===== src/rtl/axis_frame_arb_pkg.sv =====
// rtl/axis_frame_arb_pkg.sv - shared types and round-robin helper for the frame arbiter
package axis_frame_arb_pkg;

  typedef enum logic [0:0] {
    ARB    = 1'b0,
    STREAM = 1'b1
  } arb_state_t;

  localparam int MAX_SRC = 8;

  function automatic int grant_w(input int n);
    return (n > 1) ? $clog2(n) : 1;
  endfunction

  // Walk from the farthest offset down so the nearest requester above last wins.
  function automatic int rr_pick(input logic [MAX_SRC-1:0] req, input int last, input int n);
    int win;
    int idx;
    win = last;
    for (int k = n; k >= 1; k--) begin
      idx = (last + k) % n;
      if (req[idx]) win = idx;
    end
    return win;
  endfunction

endpackage


===== src/rtl/rr_arbiter.sv =====
// rtl/rr_arbiter.sv - combinational round-robin picker over N requesters
module rr_arbiter
  import axis_frame_arb_pkg::*;
#(
  parameter int N = 4,
  parameter int W = grant_w(N)
) (
  input  logic [N-1:0] req,
  input  logic [W-1:0] last_grant,
  output logic [W-1:0] winner,
  output logic         any_req
);

  logic [MAX_SRC-1:0] req_ext;

  always_comb begin
    req_ext        = '0;
    req_ext[N-1:0] = req;
  end

  assign winner  = W'(rr_pick(req_ext, int'(last_grant), N));
  assign any_req = |req;

endmodule


===== src/rtl/axis_frame_arbiter.sv =====
// rtl/axis_frame_arbiter.sv - frame-granular round-robin arbiter sharing one AXIS video sink
module axis_frame_arbiter
  import axis_frame_arb_pkg::*;
#(
  parameter int NUM_SRC = 4,
  parameter int DSIZE   = 24,
  parameter int VLINES  = 1080
) (
  input  logic                       clock,
  input  logic                       rst,
  input  logic [NUM_SRC-1:0]         src_en,
  input  logic [NUM_SRC*DSIZE-1:0]   s_tdata,
  input  logic [NUM_SRC-1:0]         s_tvalid,
  input  logic [NUM_SRC-1:0]         s_tuser,
  input  logic [NUM_SRC-1:0]         s_tlast,
  output logic [NUM_SRC-1:0]         s_tready,
  output logic [DSIZE-1:0]           m_tdata,
  output logic                       m_tvalid,
  output logic                       m_tuser,
  output logic                       m_tlast,
  input  logic                       m_tready,
  output logic [$clog2(NUM_SRC)-1:0] grant,
  output logic                       grant_valid,
  output logic                       frame_done,
  output logic                       err_sof,
  output logic [15:0]                frame_cnt
);

  localparam int GW = $clog2(NUM_SRC);
  localparam int LW = $clog2(VLINES + 1);

  arb_state_t        state;
  logic [GW-1:0]     grant_q;
  logic [GW-1:0]     last_grant;
  logic [LW-1:0]     line_cnt;
  logic              first_beat;
  logic [15:0]       frame_cnt_q;
  logic              frame_done_q;
  logic              err_sof_q;

  logic [NUM_SRC-1:0] req;
  logic [GW-1:0]      winner;
  logic               any_req;
  logic               hs;
  logic               early_sof;
  logic               frame_end;
  logic [LW-1:0]      line_base;

  assign req = src_en & s_tvalid & s_tuser;

  rr_arbiter #(
    .N (NUM_SRC),
    .W (GW)
  ) u_rr (
    .req        (req),
    .last_grant (last_grant),
    .winner     (winner),
    .any_req    (any_req)
  );

  // In ARB, everything except a held SOF request is drained so idle sources resync.
  always_comb begin
    m_tdata  = '0;
    m_tvalid = 1'b0;
    m_tuser  = 1'b0;
    m_tlast  = 1'b0;
    s_tready = ~req;
    if (state == STREAM) begin
      m_tdata           = s_tdata[int'(grant_q)*DSIZE +: DSIZE];
      m_tvalid          = s_tvalid[grant_q];
      m_tuser           = s_tuser[grant_q];
      m_tlast           = s_tlast[grant_q];
      s_tready          = '0;
      s_tready[grant_q] = m_tready;
    end
  end

  assign hs        = m_tvalid & m_tready;
  assign early_sof = hs & m_tuser & ~first_beat;
  assign line_base = early_sof ? '0 : line_cnt;
  assign frame_end = hs & m_tlast & (line_base == LW'(VLINES - 1));

  always_ff @(posedge clock) begin
    if (rst) begin
      state        <= ARB;
      grant_q      <= '0;
      last_grant   <= GW'(NUM_SRC - 1);
      line_cnt     <= '0;
      first_beat   <= 1'b0;
      frame_cnt_q  <= '0;
      frame_done_q <= 1'b0;
      err_sof_q    <= 1'b0;
    end else begin
      frame_done_q <= 1'b0;
      err_sof_q    <= 1'b0;
      case (state)
        ARB: begin
          if (any_req) begin
            grant_q    <= winner;
            last_grant <= winner;
            line_cnt   <= '0;
            first_beat <= 1'b1;
            state      <= STREAM;
          end
        end
        STREAM: begin
          if (hs) begin
            first_beat <= 1'b0;
            err_sof_q  <= early_sof;
            if (frame_end) begin
              frame_done_q <= 1'b1;
              frame_cnt_q  <= frame_cnt_q + 16'd1;
              line_cnt     <= '0;
              state        <= ARB;
            end else begin
              line_cnt <= line_base + LW'(m_tlast);
            end
          end
        end
        default: state <= ARB;
      endcase
    end
  end

  assign grant       = grant_q;
  assign grant_valid = (state == STREAM);
  assign frame_done  = frame_done_q;
  assign err_sof     = err_sof_q;
  assign frame_cnt   = frame_cnt_q;

endmodule


===== config.mk =====
export PLATFORM = sky130hd
export DESIGN_NAME = axis_frame_arbiter
export DESIGN_NICKNAME = d
export VERILOG_FILES = /design/src/rtl/axis_frame_arb_pkg.sv /design/src/rtl/rr_arbiter.sv /design/src/rtl/axis_frame_arbiter.sv
export SDC_FILE = /design/constraint.sdc
export NUM_CORES = 1
export LEC_CHECK = 0
export CORE_ASPECT_RATIO = 1.2
export CORE_MARGIN = 10
export CORE_UTILIZATION = 38
export CTS_CLUSTER_DIAMETER = 200
export DETAILED_ROUTE_END_ITERATION = 6
export PLACE_DENSITY = 0.82
export SYNTH_ARGS = -nofsm -noshare
export SYNTH_HDL_FRONTEND = slang
export SYNTH_SLANG_ARGS = --single-unit
export TNS_END_PERCENT = 30

===== constraint.sdc =====
create_clock -name clock -period 3.78 [get_ports clock]
set_input_delay 0.945 -clock clock [delete_from_list [all_inputs] [get_ports clock]]
set_output_delay 0.945 -clock clock [all_outputs]
set_load 0.03 [all_outputs]

==> flow_summary_export.csv <==
group,metric,value,unit
grt,grt_pass1_wl,18.1,mm
drt,drc,0,
worst_setup_path,worstPathMaxFanout,3,
synth,synthFlopType,"dfxtp_1",
worst_hold_path,hold_class,"flop to flop",
layout,fin_nets,576,
synth,synth_warnings,0,
job,cap_violations,0,
synth,yosysUniqueCellTypes,51,
power,p_per_area,259,nW/um^2
power,p_int,0.000796,W
synth,ys_seq_area_share,26.1,%
power,comb_power_share,42.8,%
grt,antenna_found_initial,3,
cts,cts_sinks,35,
drt,drt_iter0_drc,285,
cts,cts_made_buffers,5,
die,initial_core_util,39.2,%
synth,synth_edf_count,0,
die,dieArea,10900,sq um
layout,diodes,0,
synth,synth_area,2690,sq um
cts,clk_latency,0.29,ns
worst_setup_path,reg2reg_slack,0.91,ns
sta,tns,0,ns
synth,avgSynthCellArea,9.08,sq um
sta,whs,0.514,ns
synth,async_flop_share,0,%
sta,min_period,3.68,ns
cts,clk_pin_slew,0.07,ns
sta,finClkSkew,0.00682,ns
drt,wirelength,11.5,mm
die,fp.dieH,112,microns
synth,synthesis.instances,296,
sta,rsz0062_at_grt,"false",
die,coreArea,6850,sq um
grt,globalRoute.totalOverflow,0,
worst_setup_path,crit_required,2.83,ns
sta,worst_pin_slew,0.745,ns
placement,hpwl,9.51,mm
drt,ant_nets,0,
die,io_pins,167,
die,fp.dieW,96.8,microns
layout,drive_above_1_share,10.2,%
layout,utilization,66.1,%
worst_setup_path,cp.arrival,2.73,ns
worst_setup_path,crit_path_start_kind,"primary input",
drt,post_drt_wl_per_cell,21.1,microns
synth,synth_fp_nets,414,
power,power_frac_clock,22.8,%
sta,fmax,0.272,GHz
sta,fin_crit_sh,97.3,%
die,num_rows,33,
grt,grt.total_usage,20.4,%
sta,slew_headroom,50.3,%
cts,cts_tree,"built",
cts,cts-root-buf,"clkbuf_8",
power,peakVddDrop,0.000215,V
power,sw_frac_of_total,32.2,%
cts,cts_buffer_depth,2,
power,p_sw,0.000378,W
sta,hold_viol_final,0,
placement,port_buffers,166,
synth,ys_ff_latch,35,
cts,cts_hold_buf,0,
power,power_frac_seq,34.4,%
power,p_leak,1.58,nW
placement,gp_congestion,0.885,
sta,slew_violations,0,
drt,drt_first_pass_iters,4,
worst_setup_path,end_kind,"output pin",
sta,setup_viol,0,
run_status,status,"finished clean",
drt,vias_per_cell,5.76,
worst_setup_path,criticalPathCategory,"primary input to output pin",
power,finalPower,0.00117,W
cts,cts_setup_buffers,0,
cts,h-tree-depth,2,
grt,grt_max_degree,29,
layout,areaGrowthSynthToFinish,68.5,%
cts,cts.repair.resized,0,
drt,routed-via-count,3145,
grt,grt_pass1_vias,3065,
-- Yosys cell counts (all sizes together), types with 7 or more instances --
cell type / number / area (sq um)
or3: 7 / 43.8
mux4: 27 / 612
nand2: 16 / 60.1
and3: 7 / 43.8
nor4: 7 / 43.8
and2: 30 / 188
a21oi: 20 / 100
o21ai: 15 / 75.1
dfxtp: 35 / 701
nor2: 20 / 75.1
clkbuf: 13 / 48.8
buf: 7 / 46.3
nand3: 14 / 70.1
inv: 11 / 41.3
-- cell families (layout without fill, tap and decap cells) --
kind of cell,Yosys count,in the layout,share of synthesized area (%)
xor+xnor,7,7,2.28
compound gates,57,57,13.1
mux,31,31,24.3
fa+ha+maj,3,3,1.40
flops,35,35,26.1
simple gates,132,132,27.8
buf+inv,31,194,5.07
-- final timing paths --
check                             startpoint                    endpoint  depth (start not counted)
hold reg to reg   frame_cnt[12]$_SDFFE_PP0P_  frame_cnt[12]$_SDFFE_PP0P_                          2
hold / removal    frame_cnt[12]$_SDFFE_PP0P_  frame_cnt[12]$_SDFFE_PP0P_                          2
setup / recovery                 s_tvalid[1]                    m_tvalid                          4
setup reg to reg       grant[0]$_SDFFE_PP0P_   line_cnt[10]$_SDFFE_PP0P_                         12
-- layout by cell type, fill, tap and decap left out, drive strengths merged, types with 7 or more instances in the layout --
cell type / count
dfxtp: 35
nand3: 14
a21oi: 20
or3: 7
nand2: 16
nor2: 20
and2: 30
buf: 9
o21ai: 15
and3: 7
mux4: 27
nor4: 7
inv: 11
clkdlybuf4s50: 166
-- metal layers --
metal  GRT usage, %  up-vias  part of all wire, %
met5              0        -                 0.38
met4           3.94        6                 0.90
met3           7.79       15                  9.8
met2           35.0      174                   49
met1           23.8     1505                   40
li1               -     1445                    -
-- critical path, cell delays in order --
cell and delay (ns):
clkdlybuf4s50_1 0.45, mux4_1 0.55, and2_1 0.19, clkdlybuf4s50_1 0.60
-- sequential cells by signal, indices dropped and copies added (netlist names) --
signal / count
err_sof: 1
line_cnt: 11
frame_cnt: 16
grant: 2
last_grant: 2
frame_done: 1
first_beat: 1
grant_valid: 1
-- through the flow --
step	instance area [sq um]	worst slack, ns	std cells
6_report	4530	0.100	546
5_1_grt	4530	0.0417	546
4_1_cts	4530	0.0995	546
3_5_place_dp	4440	0.0997	538
3_3_place_gp	4440	0.143	538
2_1_floorplan	2690	0.660	296
-- area by class of cell --
cell class / count / area [sq um]
fill: 554 / 2320
multi-input combinational: 230 / 1850
timing repair buffer: 175 / 1740
sequential: 35 / 702
tap: 87 / 109
clock buffer: 6 / 72.6
inverter: 11 / 41.3
clock inverter: 2 / 12.5
-- power groups by stage --
stage          clock, W  combinational (W)  sequential, W
4_1_cts        0.000274           0.000505       0.000405
3_5_place_dp          0           0.000503       0.000413
3_3_place_gp          0           0.000493       0.000413
5_1_grt        0.000287           0.000534       0.000408
2_1_floorplan         0           0.000274       0.000398
6_report       0.000268           0.000502       0.000404
Note: power is estimated with default switching activity, not from simulation.
